[src/rtl/spi_slave_if.sv]
// Signal bundle between an SPI mode-0 responder and its surroundings:
// the external master's pins plus the CPU-side tx/rx handshake.
interface spi_slave_if;
    logic       sck;
    logic       cs_n;
    logic       mosi;
    logic       miso;
    logic       miso_oe;
    logic [7:0] tx_data_bus;
    logic       tx_load;
    logic       tx_empty;
    logic [7:0] rx_data;
    logic       rx_valid;
    logic       rx_ack;
    logic       overrun;

    modport slave (
        input  sck, cs_n, mosi, tx_data_bus, tx_load, rx_ack,
        output miso, miso_oe, tx_empty, rx_data, rx_valid, overrun
    );

    modport master (
        output sck, cs_n, mosi, tx_data_bus, tx_load, rx_ack,
        input  miso, miso_oe, tx_empty, rx_data, rx_valid, overrun
    );
endinterface

[src/rtl/spi_slave.sv]
// SPI mode-0 responder (MSB first, 8-bit frames) oversampled on cpu_clk.
// Define SPI_SLAVE_RX_FIFO_EN to replace the rx holding register with a FIFO.
//
// state | meaning
// IDLE  | cs_n inactive (or not yet re-armed), miso released and low
// SHIFT | frame active, shifting on synchronised sck edges
module spi_slave #(
    parameter int         SYNC_STAGES = 2,
    parameter logic [7:0] IDLE_BYTE   = 8'hFF,
    parameter int         FIFO_DEPTH  = 4
) (
    input logic        cpu_clk,
    input logic        rst,
    spi_slave_if.slave bus
);
    localparam logic [0:0] IDLE  = 1'b0;
    localparam logic [0:0] SHIFT = 1'b1;

    if (SYNC_STAGES < 2 || FIFO_DEPTH < 2 || (FIFO_DEPTH & (FIFO_DEPTH - 1)) != 0) begin : g_bad_params
        $error("spi_slave: illegal parameter value");
    end

    logic [0:0]             state;
    logic [SYNC_STAGES-1:0] sck_sync;
    logic [SYNC_STAGES-1:0] cs_sync;
    logic [SYNC_STAGES-1:0] mosi_sync;
    logic [SYNC_STAGES-1:0] sync_fill;
    logic                   sck_d;
    logic                   armed;
    logic [2:0]             bit_cnt;
    logic [7:0]             tx_shift;
    logic [7:0]             rx_shift;
    logic [7:0]             tx_buf;
    logic                   tx_empty_q;
    logic                   miso_q;

    logic       sck_s, cs_s, mosi_s;
    logic       sck_rise, sck_fall;
    logic       frame_start, byte_done, reload;
    logic [7:0] tx_next, rx_byte;

    assign sck_s    = sck_sync[SYNC_STAGES-1];
    assign cs_s     = cs_sync[SYNC_STAGES-1];
    assign mosi_s   = mosi_sync[SYNC_STAGES-1];
    assign sck_rise = sck_s & ~sck_d;
    assign sck_fall = ~sck_s & sck_d;

    // armed only after a genuine (post-reset) high on cs_n, so a select held low through reset starts nothing
    assign frame_start = (state == IDLE) & armed & ~cs_s;
    assign byte_done   = (state == SHIFT) & ~cs_s & sck_rise & (bit_cnt == 3'd7);
    assign reload      = frame_start | byte_done;
    assign tx_next     = tx_empty_q ? IDLE_BYTE : tx_buf;
    assign rx_byte     = {rx_shift[6:0], mosi_s};

    always_ff @(posedge cpu_clk) begin
        if (rst) begin
            sck_sync  <= '0;
            cs_sync   <= '1;
            mosi_sync <= '0;
            sync_fill <= '0;
            sck_d     <= 1'b0;
        end else begin
            sck_sync  <= {sck_sync[SYNC_STAGES-2:0], bus.sck};
            cs_sync   <= {cs_sync[SYNC_STAGES-2:0], bus.cs_n};
            mosi_sync <= {mosi_sync[SYNC_STAGES-2:0], bus.mosi};
            sync_fill <= {sync_fill[SYNC_STAGES-2:0], 1'b1};
            sck_d     <= sck_s;
        end
    end

    always_ff @(posedge cpu_clk) begin
        if (rst) begin
            state    <= IDLE;
            armed    <= 1'b0;
            bit_cnt  <= 3'd0;
            tx_shift <= 8'h00;
            rx_shift <= 8'h00;
            miso_q   <= 1'b0;
        end else begin
            if (sync_fill[SYNC_STAGES-1] && cs_s) begin
                armed <= 1'b1;
            end
            case (state)
                IDLE: begin
                    miso_q <= 1'b0;
                    if (frame_start) begin
                        state    <= SHIFT;
                        armed    <= 1'b0;
                        bit_cnt  <= 3'd0;
                        tx_shift <= tx_next;
                        miso_q   <= tx_next[7];
                    end
                end
                SHIFT: begin
                    if (cs_s) begin
                        state    <= IDLE;
                        bit_cnt  <= 3'd0;
                        rx_shift <= 8'h00;
                        miso_q   <= 1'b0;
                    end else if (sck_rise) begin
                        rx_shift <= rx_byte;
                        if (bit_cnt == 3'd7) begin
                            bit_cnt  <= 3'd0;
                            tx_shift <= tx_next;
                        end else begin
                            bit_cnt  <= bit_cnt + 3'd1;
                            tx_shift <= {tx_shift[6:0], 1'b0};
                        end
                    end else if (sck_fall) begin
                        miso_q <= tx_shift[7];
                    end
                end
                default: state <= IDLE;
            endcase
        end
    end

    // A reload that finds the buffer empty uses IDLE_BYTE; a same-cycle load then fills the buffer
    always_ff @(posedge cpu_clk) begin
        if (rst) begin
            tx_empty_q <= 1'b1;
            tx_buf     <= 8'h00;
        end else if (reload && !tx_empty_q) begin
            tx_empty_q <= 1'b1;
        end else if (bus.tx_load && tx_empty_q) begin
            tx_buf     <= bus.tx_data_bus;
            tx_empty_q <= 1'b0;
        end
    end

    assign bus.miso     = miso_q;
    assign bus.miso_oe  = (state == SHIFT);
    assign bus.tx_empty = tx_empty_q;

`ifdef SPI_SLAVE_RX_FIFO_EN
    localparam int PW = $clog2(FIFO_DEPTH);

    logic [7:0] rx_mem [FIFO_DEPTH];
    logic [PW:0] wr_ptr, rd_ptr;
    logic        fifo_full, fifo_empty, push, pop;
    logic        overrun_q;

    assign fifo_empty = (wr_ptr == rd_ptr);
    assign fifo_full  = (wr_ptr[PW] != rd_ptr[PW]) && (wr_ptr[PW-1:0] == rd_ptr[PW-1:0]);
    assign pop        = bus.rx_ack & ~fifo_empty;
    assign push       = byte_done & (~fifo_full | bus.rx_ack);

    always_ff @(posedge cpu_clk) begin
        if (rst) begin
            for (int i = 0; i < FIFO_DEPTH; i++) begin
                rx_mem[i] <= 8'h00;
            end
            wr_ptr    <= '0;
            rd_ptr    <= '0;
            overrun_q <= 1'b0;
        end else begin
            if (push) begin
                rx_mem[wr_ptr[PW-1:0]] <= rx_byte;
                wr_ptr <= wr_ptr + 1'b1;
            end
            if (pop) begin
                rd_ptr <= rd_ptr + 1'b1;
            end
            if (byte_done && fifo_full && !bus.rx_ack) begin
                overrun_q <= 1'b1;
            end else if (bus.rx_ack) begin
                overrun_q <= 1'b0;
            end
        end
    end

    assign bus.rx_data  = rx_mem[rd_ptr[PW-1:0]];
    assign bus.rx_valid = ~fifo_empty;
    assign bus.overrun  = overrun_q;
`else
    logic [7:0] rx_data_q;
    logic       rx_valid_q;
    logic       overrun_q;

    always_ff @(posedge cpu_clk) begin
        if (rst) begin
            rx_data_q  <= 8'h00;
            rx_valid_q <= 1'b0;
            overrun_q  <= 1'b0;
        end else if (byte_done) begin
            if (!rx_valid_q || bus.rx_ack) begin
                rx_data_q  <= rx_byte;
                rx_valid_q <= 1'b1;
                if (bus.rx_ack) begin
                    overrun_q <= 1'b0;
                end
            end else begin
                overrun_q <= 1'b1;
            end
        end else if (bus.rx_ack) begin
            rx_valid_q <= 1'b0;
            overrun_q  <= 1'b0;
        end
    end

    assign bus.rx_data  = rx_data_q;
    assign bus.rx_valid = rx_valid_q;
    assign bus.overrun  = overrun_q;
`endif
endmodule
[src/flat_wrapper.sv]
// flat-port wrapper written by rule: the top's interface ports become plain ports
module spi_slave_flat 
#(
    parameter int         SYNC_STAGES = 2,
    parameter logic [7:0] IDLE_BYTE   = 8'hFF,
    parameter int         FIFO_DEPTH  = 4
)
  (cpu_clk, rst, bus_sck, bus_cs_n, bus_mosi, bus_tx_data_bus, bus_tx_load, bus_rx_ack, bus_miso, bus_miso_oe, bus_tx_empty, bus_rx_data, bus_rx_valid, bus_overrun);
  spi_slave_if bus_i ();
  input logic cpu_clk;
  input logic rst;
  input wire logic [$bits(bus_i.sck)-1:0] bus_sck;
  input wire logic [$bits(bus_i.cs_n)-1:0] bus_cs_n;
  input wire logic [$bits(bus_i.mosi)-1:0] bus_mosi;
  input wire logic [$bits(bus_i.tx_data_bus)-1:0] bus_tx_data_bus;
  input wire logic [$bits(bus_i.tx_load)-1:0] bus_tx_load;
  input wire logic [$bits(bus_i.rx_ack)-1:0] bus_rx_ack;
  output wire logic [$bits(bus_i.miso)-1:0] bus_miso;
  output wire logic [$bits(bus_i.miso_oe)-1:0] bus_miso_oe;
  output wire logic [$bits(bus_i.tx_empty)-1:0] bus_tx_empty;
  output wire logic [$bits(bus_i.rx_data)-1:0] bus_rx_data;
  output wire logic [$bits(bus_i.rx_valid)-1:0] bus_rx_valid;
  output wire logic [$bits(bus_i.overrun)-1:0] bus_overrun;
  assign bus_i.sck = bus_sck;
  assign bus_i.cs_n = bus_cs_n;
  assign bus_i.mosi = bus_mosi;
  assign bus_i.tx_data_bus = bus_tx_data_bus;
  assign bus_i.tx_load = bus_tx_load;
  assign bus_i.rx_ack = bus_rx_ack;
  assign bus_miso = bus_i.miso;
  assign bus_miso_oe = bus_i.miso_oe;
  assign bus_tx_empty = bus_i.tx_empty;
  assign bus_rx_data = bus_i.rx_data;
  assign bus_rx_valid = bus_i.rx_valid;
  assign bus_overrun = bus_i.overrun;
  spi_slave #(.SYNC_STAGES(SYNC_STAGES), .IDLE_BYTE(IDLE_BYTE), .FIFO_DEPTH(FIFO_DEPTH)) u_core (.cpu_clk(cpu_clk), .rst(rst), .bus(bus_i));
endmodule
[config.mk]
export PLATFORM = sky130hd
export DESIGN_NAME = spi_slave_flat
export DESIGN_NICKNAME = d
export VERILOG_FILES = /design/src/rtl/spi_slave_if.sv /design/src/rtl/spi_slave.sv /design/src/flat_wrapper.sv
export SDC_FILE = /design/constraint.sdc
export NUM_CORES = 1
export LEC_CHECK = 0
export CORE_MARGIN = 3
export CORE_UTILIZATION = 45
export CTS_CLUSTER_DIAMETER = 120
export CTS_CLUSTER_SIZE = 16
export DETAILED_ROUTE_END_ITERATION = 10
export PLACE_DENSITY_LB_ADDON = 0.25
export REMOVE_ABC_BUFFERS = 1
export SETUP_SLACK_MARGIN = 0.02
export SLEW_MARGIN = 20
export SYNTH_ARGS = -nofsm -noshare
export SYNTH_HDL_FRONTEND = slang
export SYNTH_SLANG_ARGS = --single-unit
[constraint.sdc]
create_clock -name cpu_clk -period 2.8 [get_ports cpu_clk]
set_clock_uncertainty 0.05 [all_clocks]
set_input_delay 0.28 -clock cpu_clk [delete_from_list [all_inputs] [get_ports cpu_clk]]
set_output_delay 0.28 -clock cpu_clk [all_outputs]
set_load 0.05 [all_outputs]
# Yosys cells after proc, flatten, opt, wreduce, memory -nomap -nowiden

Index checks and enable logic that the tools add are counted.
W data, S select, Z words.

Mux-type cells: 31
Bitwise operators: 13
Reductions and logical operators: 16
Add/subtract/negate cells: 1
Equal/unequal tests: 8

Operators with widths:

| cell                  | number |
|---|---|
| $mux W8               | 5 |
| $mux W1               | 16 |
| $pmux W8 S2           | 1 |
| $mux W7               | 2 |
| $mux W3               | 4 |
| $reduce_and A2 Y1     | 6 |
| $ne A3 B3 Y1 const B  | 3 |
| $and A1 B1 Y1         | 7 |
| $ne A2 B2 Y1 const B  | 3 |
| $pmux W3 S2           | 1 |
| $not A1 Y1            | 5 |
| $pmux W1 S2           | 2 |
| $reduce_bool A2 Y1    | 2 |
| $add A3 B1 Y3 const B | 1 |
| $eq A3 B3 Y1 const B  | 1 |
| $logic_and A1 B1 Y1   | 3 |
| $reduce_and A3 Y1     | 1 |
| $logic_not A1 Y1      | 2 |
| $ne A2 B1 Y1 const B  | 1 |
| $reduce_or A2 Y1      | 1 |
| $logic_or A1 B1 Y1    | 1 |
| $or A1 B1 Y1          | 1 |

Logic and storage cells: 86
Input port bits: 15
Flip-flop bits (word level): 49

# Logic depth before layout (Yosys ltp)

Gate-level depths: netlist of run 1.

Depth after elaboration: 8
Mapped depth: 7
Depth with buffers taken out: 6

# Worst setup path after synthesis of run 1

Ideal clock, no wire load.

Kind: reg2reg
Start: register u_core.state (netlist: u_core.bus.miso_oe)
End: register u_core.tx_shift[1]
Path slack: 1.022 ns
Arrival: 1.658 ns
Clock period less this slack: 1.778 ns
Stages on the path, launching flop included: 7
Path through: dfxtp_1 buf_4 and4bb_4 nor2_2 buf_6 a211o_1 a21oi_1

Word-level cells in the longest chain between the ends: 5
Elaborated cells between the ends (all ways): 8

RTL lines:

| item                        | line                             | text |
|---|---|---|
| start: declaration          | spi_slave.sv:23                  | `logic [0:0] state;` |
| start signal: assignment    | spi_slave.sv:73                  | `state <= IDLE;` |
| start signal: assignment    | spi_slave.sv:87                  | `state <= SHIFT;` |
| start signal: assignment    | spi_slave.sv:96                  | `state <= IDLE;` |
| $not A1 Y1                  | spi_slave.sv:49, spi_slave.sv:83 |  |
| $and A1 B1 Y1 (2 in a row)  | spi_slave.sv:49                  | `assign frame_start = (state == IDLE) & armed & ~cs_s;` |
| $ne A2 B1 Y1 (no line)      | n/a                              |  |
| $reduce_and A3 Y1 (no line) | n/a                              |  |
| end signal: assignment      | spi_slave.sv:90                  | `tx_shift <= tx_next;` |
| end signal: assignment      | spi_slave.sv:104                 | `tx_shift <= tx_next;` |
| end signal: assignment      | spi_slave.sv:107                 | `tx_shift <= {tx_shift[6:0], 1'b0};` |
| end: declaration            | spi_slave.sv:31                  | `logic [7:0] tx_shift;` |

Parallel ways exist; a longest one is shown, timed or not.
A chain may end at the register's enable or synchronous reset.

# Worst setup path after layout of run 1

Start: register u_core.state (netlist: u_core.bus.miso_oe)
End: output port bus_miso_oe

RTL lines:

| item             | line               | text |
|---|---|---|
| end: declaration | flat_wrapper.sv:19 | `output wire logic [$bits(bus_i.miso_oe)-1:0] bus_miso_oe;` |

No word-level cell between the ends.

==> impl_metrics.tcl, run 1 <==
set metrics [dict create \
    fp.dieH_um 70.0 \
    timing.max_slew.rel_slack_pct 61.3 \
    grt.overflow.total 0 \
    timing.critical_path.buf_inv 1 \
    cts-htree-levels 2 \
    finalHoldWorstSlack_ns 0.369 \
    critPathTopFamily "buffers and inverters" \
    adder_cell_fraction_of_synth_area_pct 1.36 \
    final_max_slew_viol_count 0 \
    worstMarginPinSlew_ns 0.579 \
    finalSetupViolations 0 \
    flow.area_growth_from_synthesis_pct 21.0 \
    max-vdd-ir-drop_v 0.000345 \
    post_drt_wl_per_cell_um 12.9 \
    post_layout_nonfiller_instances 285 \
    fp.dieArea_um2 4900 \
    cts_tree "built" \
    area_share_of_xor_xnor_cells_in_the_synthesized_design_pct 0 \
    detailed_route_vias_per_instance 5.32 \
    max_cap_viol_count 0 \
    post_synthesis_sequential_area_ratio_pct 53.2 \
    post_cts.repair.setup_buffers 0 \
    setup_crit_start "u_core.bus.miso_oe" \
    final_nets 253 \
    num_vias 1515 \
    drt-initial-drc-count 132 \
    global_route.usage.total_pct 15.4 \
    post_synth_and_or_nand_nor_area_fraction_pct 24.0 \
    length_of_the_first_detailed_routing_pass_in_iterations 5 \
    detailedPlace.worstSlack_ns 0.918 \
    total_of_warnings_raised_by_yosys 0 \
    final.setup.tns_ns 0 \
    antenna_found_initial 0 \
    hold_start "u_core.cs_sync[0]" \
    dominantRegCellSynth "dfxtp_1" \
    cts-root-to-sink-buffers 2 \
    numPortBuffers 27 \
    cts-root-buf "clkbuf_8" \
    place_inst 277 \
    startpoint_class "flop" \
    routed_wl_um 3670 \
    synth_top_family_by_area "simple AND/OR/NAND/NOR gates" \
    min_path_type "flop to flop" \
    rows 22 \
    synth_area_um2 1840 \
    finalWeightedCongestion 0.718 \
    antennaDiodeCount 0 \
    timing.final.hold_violations 0 \
    start_util_pct 48.5 \
    crit_path_cell_trace "clkdlybuf4s50_1" \
    run_status "finished clean" \
    syn-mean-instance-area_um2 8.69 \
    share_of_synthesized_flip_flops_with_an_asynchronous_set_or_reset_pct 0 \
    post_synthesis_register_bit_count 49 \
    hpwlAfterDp_um 2440 \
    post_route_cells_drive_above_1_share_pct 6.75 \
    cellPowerDensity_nw_per_um2 564 \
    critical_path.endpoint_type "output pin" \
    fillCellCount 351 \
    max_clock_freq_ghz 0.486 \
    worstPathRequired_ns 2.47 \
    cts_hold_buffers 0 \
    fin_ws_ns 0.741 \
    path_clk_slew_ns 0.09 \
    rsz0062_at_grt "false" \
    critPathMaxFanout 11 \
    reg2reg_from "u_core.bit_cnt[0]" \
    drc_errors 0 \
    cellLeakagePower_nw 0.827 \
    arrival_ns 1.73 \
    worst_skew_pair.late_latency_ns 0.31 \
    crit_type "flop to output pin" \
    synth-edff-count 0 \
    cts_sinks 49 \
    io-pin-count 28 \
    tritoncts.num_buffers 5 \
    synth_compound_area_share_pct 17.1 \
    min_period_over_period_pct 73.5 \
    netlist_instances 212 \
    postCtsResizedCells 0 \
    critPathSlowestCell "clkdlybuf4s50_1" \
    yosysUniqueCellTypes 31 \
    grt_pass1_vias 1369 \
    fin_util_pct 58.7 \
    finalCriticalPeriod_ns 2.06 \
    cpPeakStageDelay_ns 0.87 \
    largest_net_degree_at_the_start_of_global_routing 20 \
    placeableCoreArea_um2 3800 \
    mux_share_of_post_synthesis_cell_area_pct 0.543 \
    die_x_um 70.0 \
    drtAntennaViolNets 0 \
    grt_pass1_wl_um 6200 \
]
[worst paths after layout]
kind	end	slack, ns	cells after the start
hold reg to reg	u_core.cs_sync[1]	0.37	1
setup / recovery	bus_miso_oe	0.74	1
hold / removal	u_core.cs_sync[1]	0.37	1
setup reg to reg	u_core.tx_shift[2]	0.92	6
[sequential cells by signal, summed over array words and instances, names as in the netlist, 2 cells and up]
name                count
u_core.bit_cnt          3
u_core.mosi_sync        2
u_core.tx_shift         8
u_core.sync_fill        2
u_core.rx_shift         7
u_core.tx_buf           8
u_core.sck_sync         2
u_core.cs_sync          2
u_core.bus.rx_data      8
[cell type report]
class | count | area [µm²] | share of cell area, %
Inverter | 1 | 3.75 | 0.168
Multi-Input combinational cell | 149 | 793 | 35.6
Clock inverter | 2 | 17.5 | 0.785
Clock buffer | 6 | 82.6 | 3.70
Sequential cell | 49 | 981 | 44.0
Tap cell | 48 | 60.1 | 2.69
Timing Repair Buffer | 30 | 293 | 13.1
[metrics by stage]
step	area [µm²]	power [mW]
floorplan	1780	0.776
global placement	2130	0.823
detailed placement	2130	0.825
CTS	2230	1.27
global route	2230	1.31
finish	2230	1.26
[report_power, final]
part	internal (mW)	total (mW)	switching (mW)
combinational	0.0391	0.0846	0.0455
clock	0.205	0.450	0.244
sequential	0.714	0.724	0.0102
[layer usage]
metal	global-route usage [%]	routed length, µm	part of all wire, %
met5	0	0	0
met3	5.18	153	4.2
met4	3.83	43	1.2
met1	20.3	1820	50
met2	24.2	1660	45
[cells in the final DEF, fill, tap and decap left out, types with 3 or more instances in the layout]
| master | n |
|---|---|
| dfxtp_1 | 49 |
| a211o_1 | 8 |
| clkbuf_8 | 6 |
| a22oi_1 | 7 |
| nor2_1 | 24 |
| nand2_1 | 39 |
| nor3_1 | 3 |
| nand3_1 | 9 |
| nor2b_1 | 8 |
| clkdlybuf4s50_1 | 27 |
| nand2b_1 | 4 |
| buf_4 | 3 |
| a21oi_1 | 28 |
[kinds of logic after synthesis]
family | after synthesis
compound gates | 51
fa+ha+maj | 2
buf+inv | 14
flops | 49
mux | 1
simple gates | 95
[synth_stat cells (3+ instances only)]
| cell | instances | share of area (%) |
|---|---|---|
| buf_2 | 4 | 1.1 |
| nand3_1 | 9 | 2.4 |
| a211o_1 | 8 | 3.8 |
| dfxtp_1 | 49 | 53 |
| a22oi_1 | 7 | 2.9 |
| nand2_1 | 39 | 7.9 |
| nand2b_1 | 4 | 1.4 |
| nor2_1 | 24 | 4.9 |
| nor2b_1 | 8 | 2.7 |
| a21oi_1 | 28 | 7.6 |
| nor3_1 | 3 | 0.81 |
| clkbuf_1 | 4 | 0.81 |
| buf_1 | 3 | 0.61 |
No activity file was read; power rests on OpenSTA's default activity.
==> run 2: changes to the inputs <==
==> constraint.sdc (replaced) <==
create_clock -name cpu_clk -period 1.8 [get_ports cpu_clk]
set_clock_uncertainty 0.05 [all_clocks]
set_input_delay 0.18 -clock cpu_clk [delete_from_list [all_inputs] [get_ports cpu_clk]]
set_output_delay 0.18 -clock cpu_clk [all_outputs]
set_load 0.05 [all_outputs]
==> impl_metrics.tcl, run 2 (synthesis results as in run 1) <==
set metrics [dict create \
    critPathMaxFanout 3 \
    critPathTopFamily "buffers and inverters" \
    io-pin-count 28 \
    cts_hold_buffers 0 \
    cts-htree-levels 2 \
    cts-root-buf "clkbuf_8" \
    final_nets 258 \
    worst_skew_pair.late_latency_ns 0.31 \
    post_route_cells_drive_above_1_share_pct 9.92 \
    fin_util_pct 60.1 \
    cts_sinks 49 \
    placed_area_um2 2190 \
    startpoint_class "flop" \
    grt_pass1_wl_um 6020 \
    placeableCoreArea_um2 3800 \
    drt-initial-drc-count 118 \
    cpPeakStageDelay_ns 0.82 \
    global_route.usage.total_pct 15.0 \
    design_area_um2 2280 \
    post_cts.repair.setup_buffers 0 \
    rows 22 \
    max-vdd-ir-drop_v 0.000495 \
    cts-root-to-sink-buffers 2 \
    fillCellCount 354 \
    rsz0062_at_grt "false" \
    final.setup.tns_ns 0 \
    crit_type "flop to output pin" \
    timing.max_slew.rel_slack_pct 66.1 \
    min_period_over_period_pct 95.4 \
    post_drt_wl_per_cell_um 12.0 \
    max_cap_viol_count 0 \
    postCtsResizedCells 0 \
    start_util_pct 48.5 \
    cts_tree "built" \
    run_status "finished clean" \
    grt_pass1_vias 1300 \
    most_common_cell_after_layout_fill_and_taps_aside "dfxtp_1" \
    finalCriticalPeriod_ns 1.72 \
    finalSetupViolations 0 \
    antennaDiodeCount 0 \
    drtAntennaViolNets 0 \
    timing.critical_path.buf_inv 1 \
    final_max_slew_viol_count 0 \
    path_clk_slew_ns 0.09 \
    timing.critical_path.depth 1 \
    critical_path.endpoint_type "output pin" \
    num_vias 1479 \
    critPathSlowestCell "clkdlybuf4s50_1" \
    fp.dieH_um 70.0 \
    numPortBuffers 27 \
    timing.final.hold_violations 0 \
    worstMarginPinSlew_ns 0.505 \
    final_cell_mix "49 x dfxtp_1, 39 x nand2_1, 28 x a21oi_1" \
    max_clock_freq_ghz 0.582 \
    min_delay_path_depth 2 \
    tritoncts.num_buffers 5 \
    min_path_type "input port to flop" \
    finalWeightedCongestion 0.713 \
    largest_net_degree_at_the_start_of_global_routing 49 \
    arrival_ns 1.49 \
    length_of_the_first_detailed_routing_pass_in_iterations 4 \
    grt.overflow.total 0 \
    detailed_route_vias_per_instance 5.10 \
    fp.dieArea_um2 4900 \
    drc_errors 0 \
    worstPathRequired_ns 1.57 \
    crit_path_cell_trace "clkdlybuf4s50_1" \
    antenna_found_initial 0 \
    finalHoldWorstSlack_ns 0.363 \
    cellPowerDensity_nw_per_um2 839 \
    cellLeakagePower_nw 0.860 \
    routed_wl_um 3490 \
    worst-r2r-cell-count 5 \
    flow.area_growth_from_synthesis_pct 23.8 \
    die_x_um 70.0 \
    hpwlAfterDp_um 2340 \
]
-- run 2: cell types whose count changed in the layout (fill, tap and decap cells not counted), sizes merged --
cell           change
buf                +7
clkdlybuf4s50      -2
clkinv             +2
clkbuf             -1
inv                -1
-- run 2: through the flow --
| stage | total power, mW | instances | setup slack [ns] |
|---|---|---|---|
| 6_report | 1.91 | 290 | 0.0830 |
| 5_1_grt | 2.00 | 290 | 0.0314 |
| 4_1_cts | 1.94 | 290 | 0.0644 |
| 3_5_place_dp | 1.30 | 282 | 0.106 |
| 3_3_place_gp | 1.29 | 282 | 0.161 |
| 2_1_floorplan | 1.21 | 199 | 0.0274 |
-- run 2: final cells by class --
type | instances | area [µm²] | share of cell area [%]
Sequential cell | 49 | 981 | 43.0
Multi-Input combinational cell | 149 | 796 | 34.9
Timing Repair Buffer | 35 | 350 | 15.4
Clock buffer | 5 | 68.8 | 3.02
Tap cell | 48 | 60.1 | 2.63
Clock inverter | 3 | 22.5 | 0.987
Inverter | 1 | 3.75 | 0.164
-- run 2: final timing paths --
path	start	end	slack [ns]
setup / recovery	u_core.bus.rx_valid	bus_rx_valid	0.08
hold / removal	bus_sck	u_core.sck_sync[0]	0.36
setup reg to reg	u_core.bit_cnt[0]	u_core.tx_shift[5]	0.20
hold reg to reg	u_core.cs_sync[0]	u_core.cs_sync[1]	0.37
-- run 2: worst register-to-register path, delay by kind of cell, from the launching register on --
kind / cells / cell delay, ns
simple gates: 1 / 0.31
flops: 1 / 0.34
compound gates: 2 / 0.45
fa+ha+maj: 2 / 0.39
-- run 2: per-layer routing --
metal	wire, µm	track usage [%]	up-vias
met5	0	0	-
met4	58	5.74	0
met3	143	5.04	8
met2	1450	20.5	22
met1	1840	21.5	671
li1	-	-	778
-- run 2: report_power, final --
group | internal, mW | leakage [nW] | total (mW) | switching (mW)
logic | 0.0730 | 0.414 | 0.142 | 0.0693
clock network | 0.276 | 0.0481 | 0.644 | 0.368
registers | 1.11 | 0.399 | 1.13 | 0.0174
total | 1.46 | 0.860 | 1.91 | 0.455
